[config.mk]
export PLATFORM = sky130hd
export DESIGN_NAME = biu_rr_arbiter
export DESIGN_NICKNAME = d
export VERILOG_FILES = /design/src/rtl/biu_pkg.sv /design/src/rtl/rr_arbiter.sv /design/src/rtl/biu_rr_arbiter.sv
export SDC_FILE = /design/constraint.sdc
export NUM_CORES = 1
export LEC_CHECK = 0
export ABC_AREA = 1
export CAP_MARGIN = 30
export CORE_AREA = 2 2 196 198
export CTS_CLUSTER_SIZE = 8
export DETAILED_ROUTE_END_ITERATION = 12
export DIE_AREA = 0 0 198 200
export PLACE_DENSITY = 0.63
export REMOVE_ABC_BUFFERS = 1
export SETUP_SLACK_MARGIN = 0.15
export SKIP_CTS_REPAIR_TIMING = 1
export SLEW_MARGIN = 20
export SYNTH_ARGS = -nofsm -noshare
export SYNTH_HDL_FRONTEND = slang
export SYNTH_SLANG_ARGS = --single-unit
[constraint.sdc]
create_clock -name clk -period 2.8 [get_ports clk]
set_input_delay 0.84 -clock clk [delete_from_list [all_inputs] [get_ports clk]]
set_output_delay 0.84 -clock clk [all_outputs]
set_load 0.05 [all_outputs]
[src/rtl/biu_pkg.sv]
// biu_pkg: types shared by the multi-master BIU arbiter blocks.
package biu_pkg;
    typedef enum logic [1:0] {IDLE, ISSUE, WAIT, DONE} biu_arb_state_t;
endpackage

[src/rtl/rr_arbiter.sv]
// rr_arbiter: combinational round-robin pick, searching req upward from ptr with wrap.
module rr_arbiter #(
    parameter int N  = 4,
    parameter int IW = $clog2(N)
) (
    input  logic [N-1:0]  req,
    input  logic [IW-1:0] ptr,
    output logic [N-1:0]  gnt,
    output logic [IW-1:0] idx,
    output logic          any_req
);
    always_comb begin
        idx = '0;
        // walk offsets from farthest to nearest so the closest requester to ptr wins
        for (int i = N - 1; i >= 0; i--)
            if (req[(int'(ptr) + i) % N]) idx = IW'((int'(ptr) + i) % N);
        any_req = |req;
        gnt = any_req ? N'(1) << idx : '0;
    end
endmodule

[src/rtl/biu_rr_arbiter.sv]
// biu_rr_arbiter: round-robin arbitration of NUM_MASTERS BIU channels onto one slave, one transaction in flight.
// Defining BIU_ARB_TIMEOUT_EN aborts a WAIT after TIMEOUT_CYCLES and returns all-ones data.
module biu_rr_arbiter
    import biu_pkg::*;
#(
    parameter int NUM_MASTERS    = 4,
    parameter int ADDR_WIDTH     = 32,
    parameter int DATA_WIDTH     = 32,
    parameter int TIMEOUT_CYCLES = 255
) (
    input  logic                              clk,
    input  logic                              n_rst,
    input  logic [NUM_MASTERS*ADDR_WIDTH-1:0] m_address,
    input  logic [NUM_MASTERS*DATA_WIDTH-1:0] m_data_out,
    input  logic [NUM_MASTERS-1:0]            m_rnw,
    input  logic [NUM_MASTERS-1:0]            m_en,
    output logic [NUM_MASTERS*DATA_WIDTH-1:0] m_data_in,
    output logic [NUM_MASTERS-1:0]            m_data_valid,
    output logic [NUM_MASTERS-1:0]            m_busy,
    output logic [ADDR_WIDTH-1:0]             s_address,
    output logic [DATA_WIDTH-1:0]             s_data_out,
    output logic                              s_rnw,
    output logic                              s_en,
    input  logic [DATA_WIDTH-1:0]             s_data_in,
    input  logic                              s_data_valid
);
    localparam int IW = $clog2(NUM_MASTERS);

    biu_arb_state_t         state, state_nx;
    logic [IW-1:0]          ptr, gnt_idx, arb_idx;
    logic [NUM_MASTERS-1:0] gnt_oh, arb_oh;
    logic                   any_req, done_go;
    logic [DATA_WIDTH-1:0]  ret_data;

    rr_arbiter #(.N(NUM_MASTERS), .IW(IW)) u_rr (
        .req(m_en), .ptr(ptr), .gnt(arb_oh), .idx(arb_idx), .any_req(any_req)
    );

`ifdef BIU_ARB_TIMEOUT_EN
    localparam int CW = $clog2(TIMEOUT_CYCLES + 1);
    logic [CW-1:0] wait_cnt;
    logic          timed_out;
    always_ff @(posedge clk or negedge n_rst)
        if (!n_rst) wait_cnt <= '0;
        else wait_cnt <= state == WAIT ? wait_cnt + 1'b1 : '0;
    assign timed_out = state == WAIT && wait_cnt == CW'(TIMEOUT_CYCLES - 1);
    // a real response on the timeout cycle still wins
    assign done_go  = s_data_valid || timed_out;
    assign ret_data = s_data_valid ? s_data_in : {DATA_WIDTH{1'b1}};
`else
    logic unused_timeout;
    assign unused_timeout = ^TIMEOUT_CYCLES;
    assign done_go  = s_data_valid;
    assign ret_data = s_data_in;
`endif

    always_comb begin
        state_nx = state;
        if (state == IDLE && any_req) state_nx = ISSUE;
        if (state == ISSUE) state_nx = WAIT;
        if (state == WAIT && done_go) state_nx = DONE;
        if (state == DONE) state_nx = IDLE;
    end

    assign s_en         = state == ISSUE;
    assign m_busy       = {NUM_MASTERS{state != IDLE}};
    assign m_data_valid = state == DONE ? gnt_oh : '0;

    always_ff @(posedge clk or negedge n_rst) begin
        if (!n_rst) begin
            state      <= IDLE;
            ptr        <= '0;
            gnt_idx    <= '0;
            gnt_oh     <= '0;
            s_address  <= '0;
            s_data_out <= '0;
            s_rnw      <= 1'b0;
            m_data_in  <= '0;
        end else begin
            state <= state_nx;
            if (state == IDLE && any_req) begin
                gnt_idx    <= arb_idx;
                gnt_oh     <= arb_oh;
                s_address  <= m_address[arb_idx*ADDR_WIDTH +: ADDR_WIDTH];
                s_data_out <= m_data_out[arb_idx*DATA_WIDTH +: DATA_WIDTH];
                s_rnw      <= m_rnw[arb_idx];
            end
            if (state == WAIT && done_go) m_data_in[gnt_idx*DATA_WIDTH +: DATA_WIDTH] <= ret_data;
            if (state == DONE) ptr <= gnt_idx == IW'(NUM_MASTERS - 1) ? '0 : gnt_idx + 1'b1;
        end
    end
endmodule

==> metrics.txt <==
# TYPE chip_impl_metric gauge
chip_impl_metric{name="cts.sinks",unit=""} 203
chip_impl_metric{name="tritoncts.num_buffers",unit=""} 29
chip_impl_info{name="most_common_cell_after_layout_fill_and_taps_aside",value="nand2_1"} 1
chip_impl_info{name="layout_common_cells",value="671 x nand2_1, 475 x clkdlybuf4s50_1, 265 x nand3_1"} 1
chip_impl_metric{name="post-route-period-util",unit="%"} 93.4
chip_impl_metric{name="p_total",unit="W"} 0.0240
chip_impl_metric{name="final.setup_skew",unit="ns"} 0.00936
chip_impl_info{name="clock_tree_from_tritoncts",value="yes"} 1
chip_impl_metric{name="worst_ep_required_time",unit="ns"} 1.96
chip_impl_metric{name="grt_max_degree",unit=""} 87
chip_impl_metric{name="largest_stage_delay_worst_path",unit="ns"} 0.85
chip_impl_metric{name="critical_path_buf_inv_count",unit=""} 1
chip_impl_metric{name="setup-tns-final",unit="ns"} 0
chip_impl_metric{name="setup_slack_reg_to_reg",unit="ns"} 0.53
chip_impl_metric{name="report.final.setup_viol",unit=""} 0
chip_impl_metric{name="cellPowerDensity",unit="mW/mm²"} 1320
chip_impl_metric{name="synth_seq_cells",unit=""} 203
chip_impl_info{name="worstPathCellList",value="clkdlybuf4s50_1"} 1
chip_impl_metric{name="io-pin-count",unit=""} 501
chip_impl_metric{name="wl_per_cell",unit="µm"} 18.0
chip_impl_metric{name="grt_pass1_vias",unit=""} 13374
chip_impl_metric{name="coreArea",unit="mm²"} 0.0374
chip_impl_info{name="outcome",value="complete, no violations"} 1
chip_impl_metric{name="cts.clk_slew.worst_paths",unit="ns"} 0.05
chip_impl_metric{name="clockBufferDepth",unit=""} 3
chip_impl_metric{name="detail_route.drc_violations",unit=""} 0
chip_impl_info{name="critical_path.top_delay_family",value="buffers and inverters"} 1
chip_impl_metric{name="worst-r2r-cell-count",unit=""} 14
chip_impl_info{name="critical_path.startpoint_type",value="register"} 1
chip_impl_info{name="netlist_top_cells_area",value="dfrtp_1 44%, nand2_1 22%, nand3_1 11%, inv_1 5.8%, o21ai_0 5.7%"} 1
chip_impl_metric{name="grt_remaining_overflow",unit=""} 0
chip_impl_info{name="critPathKind",value="reg -> out"} 1
chip_impl_metric{name="synthDominantCellAreaShare",unit="%"} 43.6
chip_impl_metric{name="yosys_warnings",unit=""} 0
chip_impl_metric{name="grt_antenna_before_repair",unit=""} 10
chip_impl_metric{name="maxSlewViolCount",unit=""} 0
chip_impl_metric{name="arrival",unit="ns"} 1.78
chip_impl_metric{name="syn_avg_cell_area",unit="µm²"} 6.76
chip_impl_metric{name="period_needed",unit="ns"} 2.62
chip_impl_metric{name="finalHoldViolations",unit=""} 0
chip_impl_metric{name="synth_area",unit="mm²"} 0.0117
chip_impl_metric{name="ratio_of_routed_vias_to_standard_cells",unit=""} 4.91
chip_impl_info{name="reg2reg_from",value="ptr[0]"} 1
chip_impl_metric{name="detail_route.iter0.violations",unit=""} 686
chip_impl_info{name="cts-root-buf",value="clkbuf_16"} 1
chip_impl_metric{name="syn_inst",unit=""} 1723
chip_impl_metric{name="drive_gt1_share",unit="%"} 5.14
chip_impl_info{name="cp-startpoint",value="s_data_out[13]"} 1
chip_impl_info{name="synth.largest_area_cell",value="dfrtp_1"} 1
chip_impl_metric{name="post-place-cells",unit=""} 2655
chip_impl_metric{name="tightestPinTransition",unit="ns"} 0.691
chip_impl_metric{name="firstDrtPassIters",unit=""} 5
chip_impl_metric{name="final_core_util",unit="%"} 48.8
chip_impl_metric{name="die-area",unit="mm²"} 0.0396
chip_impl_metric{name="globalplace.congestion",unit=""} 0.894
chip_impl_metric{name="synth_cell_type_count",unit=""} 25
chip_impl_metric{name="drv_cap",unit=""} 0
chip_impl_metric{name="die_h",unit="µm"} 200
chip_impl_metric{name="chipWidth",unit="µm"} 198
chip_impl_metric{name="grt_first_pass_wirelength",unit="mm"} 74.7
chip_impl_metric{name="io_buffers",unit=""} 500
chip_impl_metric{name="whs",unit="ns"} 0.270
chip_impl_info{name="crit_path_end_kind",value="output pin"} 1
chip_impl_metric{name="placement_rows",unit=""} 71
chip_impl_metric{name="hpwl",unit="mm"} 34.8
chip_impl_metric{name="vias",unit=""} 13263
chip_impl_info{name="worstSetupEndpoint",value="s_data_out[13]"} 1
chip_impl_info{name="unrepaired_setup_endpoints_after_global_routing",value="no"} 1
chip_impl_metric{name="synth.yosys.seq_area_share",unit="%"} 43.6
chip_impl_metric{name="wl",unit="mm"} 48.5
chip_impl_info{name="worstReg2RegEnd",value="s_data_out[16]"} 1
chip_impl_metric{name="fmax",unit="GHz"} 0.382
chip_impl_metric{name="syn2layout_area_growth",unit="%"} 56.5
chip_impl_metric{name="critical_path_depth",unit=""} 1
chip_impl_metric{name="worstPathMaxFanout",unit=""} 2
chip_impl_metric{name="clock_latency",unit="ns"} 0.54
chip_impl_metric{name="finish.cell_count_without_fillers",unit=""} 2699
chip_impl_metric{name="start_util",unit="%"} 31.2
chip_impl_metric{name="h-tree-depth",unit=""} 1
chip_impl_metric{name="grtUsageTotal",unit="%"} 24.1
chip_impl_metric{name="ant_nets",unit=""} 0
chip_impl_metric{name="max_slew_margin",unit="%"} 53.9
chip_impl_info{name="hold_path.class",value="in -> async"} 1
chip_impl_info{name="crit_path_top_delay_cell",value="clkdlybuf4s50_1"} 1
chip_impl_metric{name="nNetsFinal",unit=""} 2480
chip_impl_metric{name="vdd_drop_max",unit="µV"} 685
chip_impl_metric{name="total_leakage_power",unit="nW"} 9.69
==> final cells by class <==
type / instances / area, µm²
fillers: 3722 / 19200
multi-input cells: 1200 / 5320
clock buffers: 32 / 737
repair buffers: 558 / 5740
flip-flops and latches: 203 / 5080
diodes: 10 / 25.0
well taps: 511 / 639
inverters: 183 / 687
clock inverters: 2 / 13.8
==> stage by stage <==
step | setup WS, ns | area (µm²)
finish | 0.185 | 18200
detailed placement | -0.108 | 17400
global route | 0.155 | 18200
global placement | -0.0507 | 17400
CTS | -0.142 | 18200
floorplan | -2.77 | 11000
==> worst min path at each step <==
stage                              from             to  slack [ns]  depth (start not counted)
after global routing              n_rst  s_data_out[6]        0.31                          1
final                             n_rst  s_address[22]        0.27                          1
after detailed placement  s_data_out[8]  s_data_out[8]        0.46                          2
after global placement    s_address[27]  s_address[27]        0.46                          2
after CTS                         n_rst  s_address[28]        0.29                          1
after floorplan                state[0]       state[1]        0.48                          1
==> synth_stat cells (all sizes together) <==
master,count
nand2,674
nand3,268
dfrtp,203
inv,182
o21ai,134
clkbuf,78
nand4,64
buf,59
nor2,44
ha,6
o22ai,3
a21oi,2
clkinv,1
nor4,1
o31ai,1
or2,1
xnor2,1
xor2,1
==> power by group <==
part	internal, W	total, W	switching (W)	leakage (nW)
sequential	0.00406	0.00474	0.000680	2.69
combinational	0.00516	0.0162	0.0111	6.63
clock	0.00182	0.00307	0.00125	0.369
==> routing by layer <==
layer / vias to the layer above / GRT usage (%) / part of all wire (%)
met3: 102 / 5.53 / 7.6
met1: 6302 / 30.1 / 41
met4: 0 / 11.4 / 4.3
met2: 507 / 39.5 / 47
met5: - / 0 / 0
li1: 6352 / - / -
==> worst reg2reg max path, stage by stage (launching register included) <==
cell     delay [ns]
dfrtp_1        0.58
inv_1          0.14
nand2_1        0.10
nand3_1        0.10
nand2_1        0.10
nand3_2        0.07
buf_4          0.15
nand3_4        0.08
buf_12         0.18
buf_12         0.22
nand3_1        0.11
nand3_1        0.10
nand2_1        0.09
nand2_1        0.08
nand2_1        0.06
==> cells by family after synthesis <==
logic type / after synthesis / synth area share, %
AO/OA/AOI/OAI: 140 / 6.07
XOR/XNOR: 2 / 0.150
adder cells (fa/ha/maj): 6 / 0.644
buffers and inverters: 320 / 11.2
flip-flops: 203 / 43.6
AND/OR/NAND/NOR: 1052 / 38.3
==> sequential cells by signal, summed over array words and instances, names as in the netlist <==
name,flops
s_address,32
s_data_out,32
s_rnw,1
m_data_in,128
state,2
gnt_idx,2
ptr,2
gnt_oh,4
(Power assumes the default switching activity.)
